File: config.mk
export PLATFORM = sky130hd
export DESIGN_NAME = prio_encoder_serial_flat
export DESIGN_NICKNAME = d
export VERILOG_FILES = /design/src/rtl/prio_encoder_serial_pkg.sv /design/src/rtl/prio_encoder_serial_if.sv /design/src/rtl/prio_encoder_serial_comb.sv /design/src/rtl/prio_encoder_serial.sv /design/src/flat_wrapper.sv
export SDC_FILE = /design/constraint.sdc
export NUM_CORES = 1
export LEC_CHECK = 0
export BUFFER_PORTS_ARGS = -buffer_cell sky130_fd_sc_hd__buf_2
export CORE_UTILIZATION = 30
export CTS_CLUSTER_DIAMETER = 60
export DETAILED_ROUTE_END_ITERATION = 12
export PLACE_DENSITY_LB_ADDON = 0.2
export RECOVER_POWER = 50
export REMOVE_ABC_BUFFERS = 1
export SYNTH_ARGS = -nofsm -noshare
export SYNTH_HDL_FRONTEND = slang
export SYNTH_SLANG_ARGS = --single-unit
export TNS_END_PERCENT = 30
File: constraint.sdc
create_clock -name clk -period 1.95 [get_ports clk]
set_input_delay 0.195 -clock clk [delete_from_list [all_inputs] [get_ports clk]]
set_output_delay 0.195 -clock clk [all_outputs]
set_load 0.01 [all_outputs]
File: src/rtl/prio_encoder_serial_pkg.sv
// prio_enc_pkg: shared types and helpers for the serial priority encoder.
//   state_t         - FSM encoding (IDLE, DRAIN)
//   lowest_set_idx  - index of the lowest set bit of a vector (bit 0 wins)
//   popcount        - number of set bits in a vector
// Helpers operate on a 32-bit container (the widest legal request vector);
// callers zero-extend their vector and cast the result to their own width.
package prio_enc_pkg;

    localparam int unsigned MAX_N = 32;

    typedef enum logic {
        IDLE  = 1'b0,
        DRAIN = 1'b1
    } state_t;

    function automatic logic [4:0] lowest_set_idx(input logic [MAX_N-1:0] vec);
        logic [4:0] idx;
        logic       found;
        idx   = '0;
        found = 1'b0;
        for (int unsigned i = 0; i < MAX_N; i++) begin
            if (vec[i] && !found) begin
                idx   = 5'(i);
                found = 1'b1;
            end
        end
        return idx;
    endfunction

    function automatic logic [5:0] popcount(input logic [MAX_N-1:0] vec);
        logic [5:0] cnt;
        cnt = '0;
        for (int unsigned i = 0; i < MAX_N; i++) begin
            cnt = cnt + 6'(vec[i]);
        end
        return cnt;
    endfunction

endpackage

File: src/rtl/prio_encoder_serial_if.sv
// prio_encoder_serial_if: request-in / code-out handshake bundle.
//   in_valid, in_req[N-1:0]   producer -> encoder (vector offer)
//   in_ready                  encoder -> producer
//   out_valid, out_code[W-1:0], out_last   encoder -> consumer
//   out_ready                 consumer -> encoder
//   out_cnt[W:0]              encoder -> consumer, only with PRIO_ENC_COUNT_EN
// Modports: slave = encoder side, master = surrounding logic.
interface prio_encoder_serial_if #(
    parameter int N = 4
);
    localparam int W = $clog2(N);

    logic         in_valid;
    logic         in_ready;
    logic [N-1:0] in_req;
    logic         out_valid;
    logic         out_ready;
    logic [W-1:0] out_code;
    logic         out_last;
`ifdef PRIO_ENC_COUNT_EN
    logic [W:0]   out_cnt;

    modport slave (
        input  in_valid, in_req, out_ready,
        output in_ready, out_valid, out_code, out_last, out_cnt
    );
    modport master (
        output in_valid, in_req, out_ready,
        input  in_ready, out_valid, out_code, out_last, out_cnt
    );
`else
    modport slave (
        input  in_valid, in_req, out_ready,
        output in_ready, out_valid, out_code, out_last
    );
    modport master (
        output in_valid, in_req, out_ready,
        input  in_ready, out_valid, out_code, out_last
    );
`endif

endinterface

File: src/rtl/prio_encoder_serial_comb.sv
// prio_encoder_comb: purely combinational N-to-W priority encoder.
//   vec[N-1:0]  input vector, bit 0 = highest priority
//   idx[W-1:0]  index of the lowest set bit (0 when vec is zero)
//   any         at least one bit of vec is set
module prio_encoder_comb
    import prio_enc_pkg::*;
#(
    parameter  int N = 4,
    localparam int W = $clog2(N)
) (
    input  logic [N-1:0] vec,
    output logic [W-1:0] idx,
    output logic         any
);

    logic [MAX_N-1:0] vec_ext;

    always_comb begin
        vec_ext        = '0;
        vec_ext[N-1:0] = vec;
    end

    assign idx = W'(lowest_set_idx(vec_ext));
    assign any = |vec;

endmodule

File: src/rtl/prio_encoder_serial.sv
// prio_encoder_serial: captures a multi-hot request vector and emits the
// binary index of every set bit, one per handshake, lowest index first.
//   clk    rising-edge clock
//   rst_n  asynchronous active-low reset
//   en     block enable; low freezes state and blocks all handshakes
//   bus    prio_encoder_serial_if.slave (in_valid/in_ready/in_req,
//          out_valid/out_ready/out_code/out_last[/out_cnt])
// Optional: define PRIO_ENC_COUNT_EN to add bus.out_cnt (pending popcount).
module prio_encoder_serial
    import prio_enc_pkg::*;
#(
    parameter int N = 4
) (
    input logic                  clk,
    input logic                  rst_n,
    input logic                  en,
    prio_encoder_serial_if.slave bus
);

    localparam int W = $clog2(N);

    state_t           state;
    state_t           state_nxt;
    logic [N-1:0]     pending;
    logic [N-1:0]     pending_nxt;
    logic             rdy_q;
    logic [W-1:0]     idx;
    logic             any;
    logic [MAX_N-1:0] pend_ext;
    logic [W:0]       cnt;
    logic             last;
    logic             capture;
    logic             transfer;

    prio_encoder_comb #(.N(N)) u_enc (
        .vec (pending),
        .idx (idx),
        .any (any)
    );

    always_comb begin
        pend_ext        = '0;
        pend_ext[N-1:0] = pending;
    end

    assign cnt  = (W+1)'(popcount(pend_ext));
    assign last = (cnt == (W+1)'(1));

    // rdy_q keeps in_ready low during reset and for the first edge after
    // release, even though the state register already reads IDLE.
    assign bus.in_ready  = en && rdy_q && (state == IDLE);
    assign bus.out_valid = en && (state == DRAIN) && any;
    assign bus.out_code  = idx;
    assign bus.out_last  = last;
`ifdef PRIO_ENC_COUNT_EN
    assign bus.out_cnt   = cnt;
`endif

    assign capture  = bus.in_ready && bus.in_valid;
    assign transfer = bus.out_valid && bus.out_ready;

    always_comb begin
        state_nxt   = state;
        pending_nxt = pending;
        case (state)
            IDLE: begin
                // A zero vector is accepted and dropped without leaving IDLE.
                if (capture && (|bus.in_req)) begin
                    pending_nxt = bus.in_req;
                    state_nxt   = DRAIN;
                end
            end
            DRAIN: begin
                if (transfer) begin
                    // The issued bit is always the lowest set bit, so
                    // v & (v - 1) clears exactly that bit.
                    pending_nxt = pending & (pending - N'(1));
                    if (last) begin
                        state_nxt = IDLE;
                    end
                end
            end
            default: state_nxt = IDLE;
        endcase
    end

    always_ff @(posedge clk or negedge rst_n) begin
        if (!rst_n) begin
            state   <= IDLE;
            pending <= '0;
            rdy_q   <= 1'b0;
        end else begin
            state   <= state_nxt;
            pending <= pending_nxt;
            rdy_q   <= 1'b1;
        end
    end

endmodule

File: src/flat_wrapper.sv
// flat-port wrapper written by rule: the top's interface ports become plain ports
module prio_encoder_serial_flat import prio_enc_pkg::*;
#(
    parameter int N = 4
)
  (clk, rst_n, en, bus_in_valid, bus_in_req, bus_out_ready, bus_in_ready, bus_out_valid, bus_out_code, bus_out_last);
  prio_encoder_serial_if #(.N(N)) bus_i ();
  input logic clk;
  input logic rst_n;
  input logic en;
  input wire logic [$bits(bus_i.in_valid)-1:0] bus_in_valid;
  input wire logic [$bits(bus_i.in_req)-1:0] bus_in_req;
  input wire logic [$bits(bus_i.out_ready)-1:0] bus_out_ready;
  output wire logic [$bits(bus_i.in_ready)-1:0] bus_in_ready;
  output wire logic [$bits(bus_i.out_valid)-1:0] bus_out_valid;
  output wire logic [$bits(bus_i.out_code)-1:0] bus_out_code;
  output wire logic [$bits(bus_i.out_last)-1:0] bus_out_last;
  assign bus_i.in_valid = bus_in_valid;
  assign bus_i.in_req = bus_in_req;
  assign bus_i.out_ready = bus_out_ready;
  assign bus_in_ready = bus_i.in_ready;
  assign bus_out_valid = bus_i.out_valid;
  assign bus_out_code = bus_i.out_code;
  assign bus_out_last = bus_i.out_last;
  prio_encoder_serial #(.N(N)) u_core (.clk(clk), .rst_n(rst_n), .en(en), .bus(bus_i));
endmodule
==> results.txt <==
Seq/Total Area, Yosys: 30.5%
Synth unique cells: 24
Mapped cell area: 492 um^2
CP Max Fanout: 2
Initial antenna violation count: 0
Final #Nets: 81
Placed Cells: 76
Post-DP HPWL: 834 um
Die H: 42.5 um
Count leader, synth: dfrtp_1
Tcrit/Tclk final: 104%
Worst setup SP type: flop
VDD IR max: 0.000755 V
Crit-path cells: inv_2 > ha_4 > fa_2 > ha_4 > nor3b_4 > buf_2
Vias in the first global route: 391
Total track usage: 13.2%
Ys flop type: dfrtp_1
CTS sink count: 6
Reg clk slew, reported paths: 0.04 ns
Die Footprint: 1800 um^2
Status: complete, but fails checks
P_leak: 0.329 nW
Final hold vios: 0
Top cells by area, synth: dfrtp_1 31%, ha_1 13%, mux2i_1 8.1%
# fillers: 147
H-tree levels: 1
Area Overhead vs Synth: 40.7%
CTS tree: done
Syn Inst Count: 42
Synthesized area per cell: 11.7 um^2
EDFF count, synth: 0
Final wirelength: 1010 um
# DRC: 0
Min cycle time layout: 2.03 ns
Die X: 42.5 um
Reg2reg setup slack: 0.07 ns
FMAX: 493 MHz
Final GP Congestion: 0.675
Hold Path Class: in2reg
Synth top cells by count: 6 x dfrtp_1, 5 x ha_1, 4 x inv_1, 4 x mux2i_1, 3 x nand2_1
# Max-Cap Violations: 0
Type of the worst setup path: reg2out
Initial Utilization: 32.3%
Global-route wire length before repair: 1770 um
Max-slew violation count: 0
IO Pins: 14
Bufs and invs on worst path: 2
Setup ws final: -0.0787 ns
Cts bufs inserted: 3
Seq cells post-synth: 6
Share of cells above drive strength 1: 54.7%
Largest net degree at the start of global routing: 9
Total core area: 1520 um^2
Area leader, netlist: dfrtp_1
Critical Path AT: 1.83 ns
Root Driver: clkbuf_4
Global route total overflow: 0
1st-pass router iterations: 4
Crit. End Element: output port
Failing checks: negative setup slack
Vias/cell: 4.65
Util after Layout: 45.4%
Req. time, crit path: 1.75 ns
Avg WL per Cell: 12.6 um
Synth top area share: 30.5%
Iteration-0 DRC Markers: 12
DRT antenna net count: 0
Setup violators final: 1
PortBufs: 13
Dominant cell type by count on the critical path: ha_4
CP delay by family, top: adder cells
Clock Path Buffers: 2
# diodes: 0
CP peak stage delay: 0.38 ns
RSZ-0062 raised after global routing: yes
DR vias: 372
Syn. warnings: 0
Postcts setup bufs: 0
FP Rows: 14
Max Clock Skew: 0.00239 ns
Final non-filler cell total: 80
CP max-delay cell: dfrtp_1
Worst skew pair latency: 0.24 ns
PD cells: 1480 nW/um^2
Ys async rst share: 100%
-- layout by cell type (no fill, tap or decap), drive strengths merged, types with 2 or more instances in the layout --
cell,netlist,layout
buf,1,18
clkbuf,0,4
dfrtp,6,6
ha,5,5
inv,5,5
mux2i,4,4
nand2,3,3
nor3b,3,3
o22ai,2,2
-- per-layer routing --
metal	track usage (%)	routed length, um	vias up
li1	-	-	192
met1	18.8	499	174
met2	20.3	486	6
met3	2.59	24	0
met4	3.75	0	0
met5	0	0	-
-- kinds of logic (layout without fill, tap and decap cells) --
logic type | count (synthesis) | in the layout | synth area share [%]
AOI/OAI and AO/OA | 7 | 7 | 13.2
adders and majority gates | 6 | 6 | 16.8
buffers and inverters | 6 | 28 | 6.11
DFF | 6 | 6 | 30.5
muxes | 5 | 5 | 11.2
other | 1 | 1 | 0.763
and+or+nand+nor | 11 | 11 | 21.4
-- cell type report --
cell class,count,area [um^2],share of cell area (%)
multi-input combinational,30,362,52.3
sequential,6,150,21.7
timing repair buffer,20,119,17.2
clock buffer,3,22.5,3.25
tap,16,20.0,2.89
inverter,5,18.8,2.71
-- timing repair --
item,in CTS,in global routing
hold endpoints to repair,6,0
pin swaps,2,1
resized for setup,6,3
setup endpoints to repair,2,2
cloned,0,0
hold buffers,1,0
-- state kept, by name, indices dropped and copies added, names as in the netlist --
register / flops
u_core.pending: 4
u_core.state: 1
u_core.rdy_q: 1
-- worst register-to-register path, stage by stage (launching register included) --
cell and delay, ns:
dfrtp_1 0.38, inv_2 0.09, ha_4 0.20, fa_2 0.37, ha_4 0.23, nor3b_4 0.17
nor3b_2 0.21, o22ai_2 0.10
-- metrics by stage --
stage                     worst slack (ns)  hold WS [ns]  TNS, ns  total power, W  area, um^2
after floorplan                     -0.212        -0.101   -0.212        0.000567         480
after global placement              -0.150        0.0222   -0.178        0.000798         611
after detailed placement            -0.153        0.0237   -0.190        0.000798         611
after CTS                           -0.103         0.289   -0.103        0.000978         676
after global routing                -0.147         0.295   -0.170         0.00111         692
final                              -0.0787         0.296  -0.0787         0.00102         692
-- path summary, 6_finish.rpt --
| kind | end | depth (start not counted) | startpoint |
|---|---|---|---|
| worst min-delay path | u_core.pending[0] | 3 | bus_in_req[0] |
| min in group asynchronous | u_core.pending[3] | 2 | rst_n |
| max in group asynchronous | u_core.pending[0] | 2 | rst_n |
| worst max-delay path | bus_out_last | 6 | u_core.pending[0] |
| worst max register to register | u_core.state | 7 | u_core.pending[0] |
| worst min register to register | u_core.state | 2 | u_core.rdy_q |
-- power by group --
group          internal (W)  total (W)  switching (W)  leakage [nW]
logic              0.000388   0.000695       0.000308         0.241
clock network     0.0000692   0.000108      0.0000388        0.0138
registers          0.000168   0.000218      0.0000497        0.0745
No activity file was read; power rests on OpenSTA's default activity.
